### config.mk
export PLATFORM = sky130hd
export DESIGN_NAME = btn_debounce
export DESIGN_NICKNAME = d
export VERILOG_FILES = /design/src/rtl/btn_debounce.sv
export SDC_FILE = /design/constraint.sdc
export NUM_CORES = 1
export LEC_CHECK = 0
export CAP_MARGIN = 20
export CORE_ASPECT_RATIO = 0.7
export CORE_MARGIN = 4
export CORE_UTILIZATION = 50
export CTS_CLUSTER_DIAMETER = 120
export DETAILED_ROUTE_END_ITERATION = 10
export GPL_TIMING_DRIVEN = 0
export PLACE_DENSITY = 0.8
export SETUP_SLACK_MARGIN = 0.05
export SYNTH_ARGS = -nofsm -noshare
export SYNTH_HDL_FRONTEND = slang
export SYNTH_SLANG_ARGS = --single-unit
### constraint.sdc
create_clock -name clk -period 4.8 [get_ports clk]
set_input_delay 0.96 -clock clk [delete_from_list [all_inputs] [get_ports clk]]
set_output_delay 0.96 -clock clk [all_outputs]
set_load 0.05 [all_outputs]
### src/rtl/btn_debounce.sv
// btn_debounce: synchronises and debounces active-low push-buttons, producing
// clean active-high levels and one-cycle press/release pulses per channel.
// Optional auto-repeat pulses are built only when BTN_AUTOREPEAT_EN is defined;
// otherwise btn_repeat is tied low and no repeat timers exist.
module btn_debounce #(
  parameter int N_BTN        = 5,
  parameter int DB_CYCLES    = 500000,
  parameter int CNT_W        = 19,
  parameter int REPEAT_DELAY = 25000000,
  parameter int REPEAT_RATE  = 5000000
) (
  input  logic             clk,
  input  logic             rst,
  input  logic [N_BTN-1:0] btn,
  output logic [N_BTN-1:0] btn_level,
  output logic [N_BTN-1:0] btn_press,
  output logic [N_BTN-1:0] btn_release,
  output logic [N_BTN-1:0] btn_repeat,
  output logic             any_pressed
);

  localparam logic [CNT_W-1:0] CNT_ZERO = {CNT_W{1'b0}};
  localparam logic [CNT_W-1:0] CNT_ONE  = {{(CNT_W-1){1'b0}}, 1'b1};
  localparam logic [CNT_W-1:0] CNT_LAST = CNT_W'(DB_CYCLES - 1);

  // Elaboration-time sanity check of the configuration.
  if ((DB_CYCLES < 2) || (REPEAT_DELAY < 1) || (REPEAT_RATE < 1) ||
      ((CNT_W < 31) && ((32'd1 << CNT_W) <= DB_CYCLES))) begin : g_cfg_check
    $error("btn_debounce: illegal parameter combination");
  end

  logic [N_BTN-1:0] sync1_r;
  logic [N_BTN-1:0] sync2_r;
  logic [N_BTN-1:0] pressed_s;
  logic [CNT_W-1:0] cnt_r     [N_BTN];
  logic [CNT_W-1:0] cnt_nxt_s [N_BTN];
  logic [N_BTN-1:0] level_nxt_s;
  logic [N_BTN-1:0] rise_s;
  logic [N_BTN-1:0] fall_s;

  // Two-flop synchroniser; reset to the released (high) pin state.
  always_ff @(posedge clk) begin
    if (rst) begin
      sync1_r <= {N_BTN{1'b1}};
      sync2_r <= {N_BTN{1'b1}};
    end else begin
      sync1_r <= btn;
      sync2_r <= sync1_r;
    end
  end

  // Pins are active-low; internal polarity is 1 = pressed.
  assign pressed_s = ~sync2_r;

  // Per-channel debounce: count consecutive disagreeing cycles, accept on the last.
  always_comb begin
    level_nxt_s = btn_level;
    rise_s      = {N_BTN{1'b0}};
    fall_s      = {N_BTN{1'b0}};
    for (int i = 0; i < N_BTN; i++) begin
      cnt_nxt_s[i] = CNT_ZERO;
      if (pressed_s[i] == btn_level[i]) begin
        cnt_nxt_s[i] = CNT_ZERO;
      end else if (cnt_r[i] != CNT_LAST) begin
        cnt_nxt_s[i] = cnt_r[i] + CNT_ONE;
      end else begin
        cnt_nxt_s[i]   = CNT_ZERO;
        level_nxt_s[i] = pressed_s[i];
        rise_s[i]      = pressed_s[i];
        fall_s[i]      = ~pressed_s[i];
      end
    end
  end

  // Debounce state and registered level/edge outputs.
  always_ff @(posedge clk) begin
    if (rst) begin
      for (int i = 0; i < N_BTN; i++) begin
        cnt_r[i] <= CNT_ZERO;
      end
      btn_level   <= {N_BTN{1'b0}};
      btn_press   <= {N_BTN{1'b0}};
      btn_release <= {N_BTN{1'b0}};
      any_pressed <= 1'b0;
    end else begin
      cnt_r       <= cnt_nxt_s;
      btn_level   <= level_nxt_s;
      btn_press   <= rise_s;
      btn_release <= fall_s;
      any_pressed <= |level_nxt_s;
    end
  end

`ifdef BTN_AUTOREPEAT_EN
  localparam int RPT_MAX = (REPEAT_DELAY > REPEAT_RATE) ? REPEAT_DELAY : REPEAT_RATE;
  localparam int RPT_W   = $clog2(RPT_MAX + 1);
  localparam logic [RPT_W-1:0] RPT_ZERO     = {RPT_W{1'b0}};
  localparam logic [RPT_W-1:0] RPT_ONE      = {{(RPT_W-1){1'b0}}, 1'b1};
  localparam logic [RPT_W-1:0] RPT_DELAY_LD = RPT_W'(REPEAT_DELAY - 1);
  localparam logic [RPT_W-1:0] RPT_RATE_LD  = RPT_W'(REPEAT_RATE - 1);

  logic [RPT_W-1:0] rpt_r     [N_BTN];
  logic [RPT_W-1:0] rpt_nxt_s [N_BTN];
  logic [N_BTN-1:0] rpt_fire_s;

  // Repeat timers count down: loaded on press, reloaded with the rate after
  // each repeat, idle while released; a releasing cycle never repeats.
  always_comb begin
    rpt_fire_s = {N_BTN{1'b0}};
    for (int i = 0; i < N_BTN; i++) begin
      rpt_nxt_s[i] = RPT_ZERO;
      if (rise_s[i]) begin
        rpt_nxt_s[i] = RPT_DELAY_LD;
      end else if (!btn_level[i] || fall_s[i]) begin
        rpt_nxt_s[i] = RPT_ZERO;
      end else if (rpt_r[i] == RPT_ZERO) begin
        rpt_fire_s[i] = 1'b1;
        rpt_nxt_s[i]  = RPT_RATE_LD;
      end else begin
        rpt_nxt_s[i] = rpt_r[i] - RPT_ONE;
      end
    end
  end

  // Repeat timer state and registered repeat pulses.
  always_ff @(posedge clk) begin
    if (rst) begin
      for (int i = 0; i < N_BTN; i++) begin
        rpt_r[i] <= RPT_ZERO;
      end
      btn_repeat <= {N_BTN{1'b0}};
    end else begin
      rpt_r      <= rpt_nxt_s;
      btn_repeat <= rpt_fire_s;
    end
  end
`else
  assign btn_repeat = {N_BTN{1'b0}};
`endif

endmodule

* Word level (Yosys, flattened, before mapping)
Index checks and enable logic that the tools add are counted.
** Operators by class
- Add/sub/neg operators :: 5
- Equal/unequal tests :: 10
- Mux-type cells :: 10
- Bitwise gates (word level) :: 11
- Reductions and logical operators :: 11
** Operators with widths (count)
- adder 19 x 1 -> 19 bit (second input constant) :: 5
- inequality test 19 bit (second input constant) :: 5
- OR reduction 3 bit :: 10
- 2-to-1 mux 1 bit :: 10
- NOT 1 bit :: 10
- == test 1 bit :: 5
- NOT 5 bit :: 1
- OR reduction 5 bit :: 1
** Storage, ports and cells
- Flip-flop bits (word level) :: 121
- Input bits :: 7
- Output and inout bits :: 21

* Longest topological paths before layout
- Word-level depth :: 4
- Gate-level depth with buffers :: 8

* Worst setup path before layout
OpenSTA, ideal clock, no wires.
- Path kind :: input to register
- Start point :: input port rst
- End point :: register cnt_r[66] in the netlist's numbering
- Arrival time :: 1.786 ns
- Required time :: 4.672 ns
- Setup slack :: 2.886 ns
- Cell stages on the path :: 5
- Cells stage by stage :: clkbuf_1 -> a21oi_1 -> nand2_1 -> clkbuf_1 -> nor2_1
** On the way
- Cells in the longest elaborated chain, start to end :: 1
** Ends and longest elaborated chain
- start: declaration :: RTL line 13 : input logic rst,
- OR reduction 3 bit (no line)
- end signal: assignment :: RTL line 86 : cnt_r <= cnt_nxt_s;
- end: declaration :: RTL line 35 : logic [CNT_W-1:0] cnt_r [N_BTN];
No other way between the ends.
A chain may end at the register's enable or synchronous reset.

* Final worst setup path
- Start point :: register btn_level[4]
- End point :: output port btn_level[4]
** RTL lines
- start: declaration :: RTL line 15 : output logic [N_BTN-1:0] btn_level,
- start signal: assignment :: RTL line 81 : btn_level <= {N_BTN{1'b0}};
- start signal: assignment :: RTL line 87 : btn_level <= level_nxt_s;
No word-level cell between the ends.

==> results by group <==
Route
  • DR vias/cell: around 5.2
  • Final WL: 10.2 mm
  • Via count: slightly below 4,000
  • Residual DRC count: 0
  • Drt first pass iters: 5
  • Wire per inst: roughly 13 µm
  • Post-route ant nets: 0
  • Initial DRC Count: 183

Global routing
  • Pin count of the biggest net entering global routing: 17
  • Vias in the first global route: between 3,000 and 4,000
  • Global-route wire length before repair: about 17 mm
  • GRT Overall Usage: 0.186
  • Remaining Overflow, GRT: 0
  • Initial antenna violation count: 0

Clock network
  • Later-pin clock latency in the skew report: 0.41 ns
  • H-tree lvl count: 4
  • Clock buffer count from CTS: 17
  • Post-CTS setup buffers: 0
  • Clk sink count: about 120
  • CTS tree: built
  • Post-CTS sizing: 0
  • CTS Buffer Depth: 2
  • Worst-path clk slew: about 0.050 ns
  • CTS hold repair buffers: 0
  • Clock Tree Root: clkbuf_16

Synth
  • Yosys warnings: 0
  • Top cell type's share of synthesized area: 0.481
  • Sequential-to-total area share from yosys stat: 0.481
  • Yosys reg bits: ~120
  • Area leader, netlist: dfxtp_1
  • Post-Synthesis Cells: roughly 570
  • Avg Inst Size Synth: 8.81 µm²
  • Largest cells by area after synthesis: dfxtp_1 48%, xnor2_1 10%, nor2_1 9.1%
  • Library cells used by synthesis: 39
  • Mapped cell area: between 5000 and 6000 µm²

Timing
  • # setup viols final: 0
  • RSZ-0062 raised after global routing: no
  • Crit share post-route: 0.552
  • Fin Setup TNS: 0 ns
  • Period minus WS final: 2.65 ns
  • Setup ws final: roughly 2.2 ns
  • Final number of hold-violating endpoints: 0
  • Worst-margin pin slew: around 0.50 ns
  • Slew margin rel.: 0.663
  • Worst hold slack: about 0.41 ns
  • Maximum clock frequency: between 300 and 400 MHz
  • Max Slew Vio Count: 0
  • Clock skew: between 0.005 and 0.006 ns

Worst setup path
  • Crit-path slowest cell: clkdlybuf4s50_1
  • CP delay by family, top: buffers and inverters
  • Crit path DAT: approximately 1.7 ns
  • Crit-path max cell delay: 0.85 ns
  • CP Max Fanout: 5
  • Worst setup SP type: register
  • Crit path capture type: output port
  • Crit path kind: reg2out
  • Critical path, cell by cell: clkdlybuf4s50_1
  • CP required: around 3.8 ns
  • CP Buf/Inv Count: 1

Placed design
  • Number of port buffers: 22
  • Setup Slack @ Placement: approximately 1.9 ns
  • RD Place Congestion: between 0.8 and 0.9
  • Dpl hpwl: between 7 and 8 mm

Finish
  • Number of nets in the layout: between 600 and 700
  • Commonest non-fill, non-tap cell in the layout: nor2_1
  • Register area: 2420 µm²
  • Most frequent cells in the layout: 122 x nor2_1, 121 x dfxtp_1, 59 x xnor2_1, 44 x nand2_1, 30 x nand3_1
  • # diodes: 0
  • Area Overhead vs Synth: 19.6%
  • Share of layout cells above drive strength 1: 0.0971
  • Fillers: between 800 and 900
  • Area of the multi-input gates: ~2500 µm²

Floorplan
  • Die W: between 100 and 150 µm
  • Top Ports: 28
  • Die ar.: around 12,000 µm²
  • Initial Utilization: 0.516
  • Die height: around 92 µm
  • Core ar.: about 9800 µm²
  • Row cnt: 30

Hold path
  • Hold/Removal Path Class: reg2reg

Pwr
  • PD cells: around 390 nW/µm²
  • Peak supply drop: roughly 0.26 mV
  • Leakage: 1.94 nW

Outcome
  • Outcome: finished, final reports clean

Run
  • MaxCap Viol Count: 0
## area by class of cell
type | instances | area share
multi-input cells | 422 | 0.410
flip-flops and latches | 121 | 0.402
clock buffers | 21 | 0.0781
repair buffers | 22 | 0.0365
well taps | 128 | 0.0266
clock inverters | 9 | 0.0203
plain buffers | 17 | 0.0162
inverters | 16 | 0.00997
## cells in the mapped netlist
library cell and n:
and2_1 2, xor2_1 25, buf_4 9, or3_1 8
dfxtp_1 121, nand2_2 2, ha_1 5, or4_1 3
nand2b_1 2, inv_1 16, nor4bb_1 2, and3b_1 2
a41oi_1 1, nand2_1 44, xnor2_1 59, nor3_2 1
nand3_2 1, nor4b_1 6, or2_2 14, and4_1 4
and3_1 15, o21ba_2 2, mux2i_1 2, or4b_4 1
nand3_1 30, nor4_1 11, nor3_1 24, nand4_1 14
nand4bb_1 1, nor2_1 122, a21oi_1 7, o31a_1 1
o41a_1 1, clkbuf_1 8, o21ai_0 2, nand4_2 1
or4_4 1, conb_1 1, nor2b_1 1
## state kept, by name (all words and copies together), names as in the netlist
signal / cells
any_pressed: 1
btn_level: 5
btn_press: 5
btn_release: 5
cnt_r: 95
sync1_r: 5
sync2_r: 5
## per-stage QoR
| stage | total power [mW] | std cells | utilization | instance area (µm²) |
|---|---|---|---|---|
| 2_1_floorplan | 1.06 | 576 | - | 5050 |
| 6_report | 2.32 | 756 | 0.617 | 6030 |
| 5_1_grt | 2.39 | 756 | 0.617 | 6030 |
| 4_1_cts | 2.34 | 756 | 0.617 | 6030 |
| 3_5_place_dp | 1.07 | 726 | 0.557 | 5430 |
| 3_3_place_gp | 1.07 | 726 | 0.557 | 5430 |
## routing by layer
metal | global-route usage | wire length, µm | part of all wire
met1 | 0.229 | 4730 | 0.47
met2 | 0.306 | 4930 | 0.49
met3 | 0.0623 | 392 | 0.039
met4 | 0.0618 | 110 | 0.011
met5 | 0 | 0 | 0
## final timing paths
path / startpoint / slack [ns] / cells after the start / endpoint
worst min-delay path: sync1_r[3] / 0.41 / 1 / sync2_r[3]
worst max-delay path: btn_level[4] / 2.15 / 1 / btn_level[4]
worst min register to register: sync1_r[3] / 0.41 / 1 / sync2_r[3]
worst max register to register: cnt_r[19] / 2.62 / 7 / any_pressed
## worst reg2reg max path, cell delays in order (launching register included)
cell	delay [ns]
dfxtp_1	0.38
ha_1	0.23
and4_1	0.30
nand2_1	0.16
or3_1	0.37
clkbuf_1	0.15
a21oi_1	0.25
a41oi_1	0.18
## cell families after synthesis
family                     count (synthesis)  share of synthesized area
DFF                                      121                      0.481
other                                      1                   0.000744
xor gates and xnor gates                  84                      0.146
AOI/OAI and AO/OA                         14                     0.0186
and+or+nand+nor                          312                      0.306
buffers and inverters                     33                     0.0313
muxes                                      2                    0.00397
adders and majority gates                  5                     0.0124
## report_power, final
group | total (mW) | internal (mW) | switching [mW]
sequential | 1.01 | 1.01 | 0.00313
clock | 1.27 | 0.846 | 0.427
combinational | 0.0369 | 0.0140 | 0.0229
No activity file was read; power rests on OpenSTA's default activity.
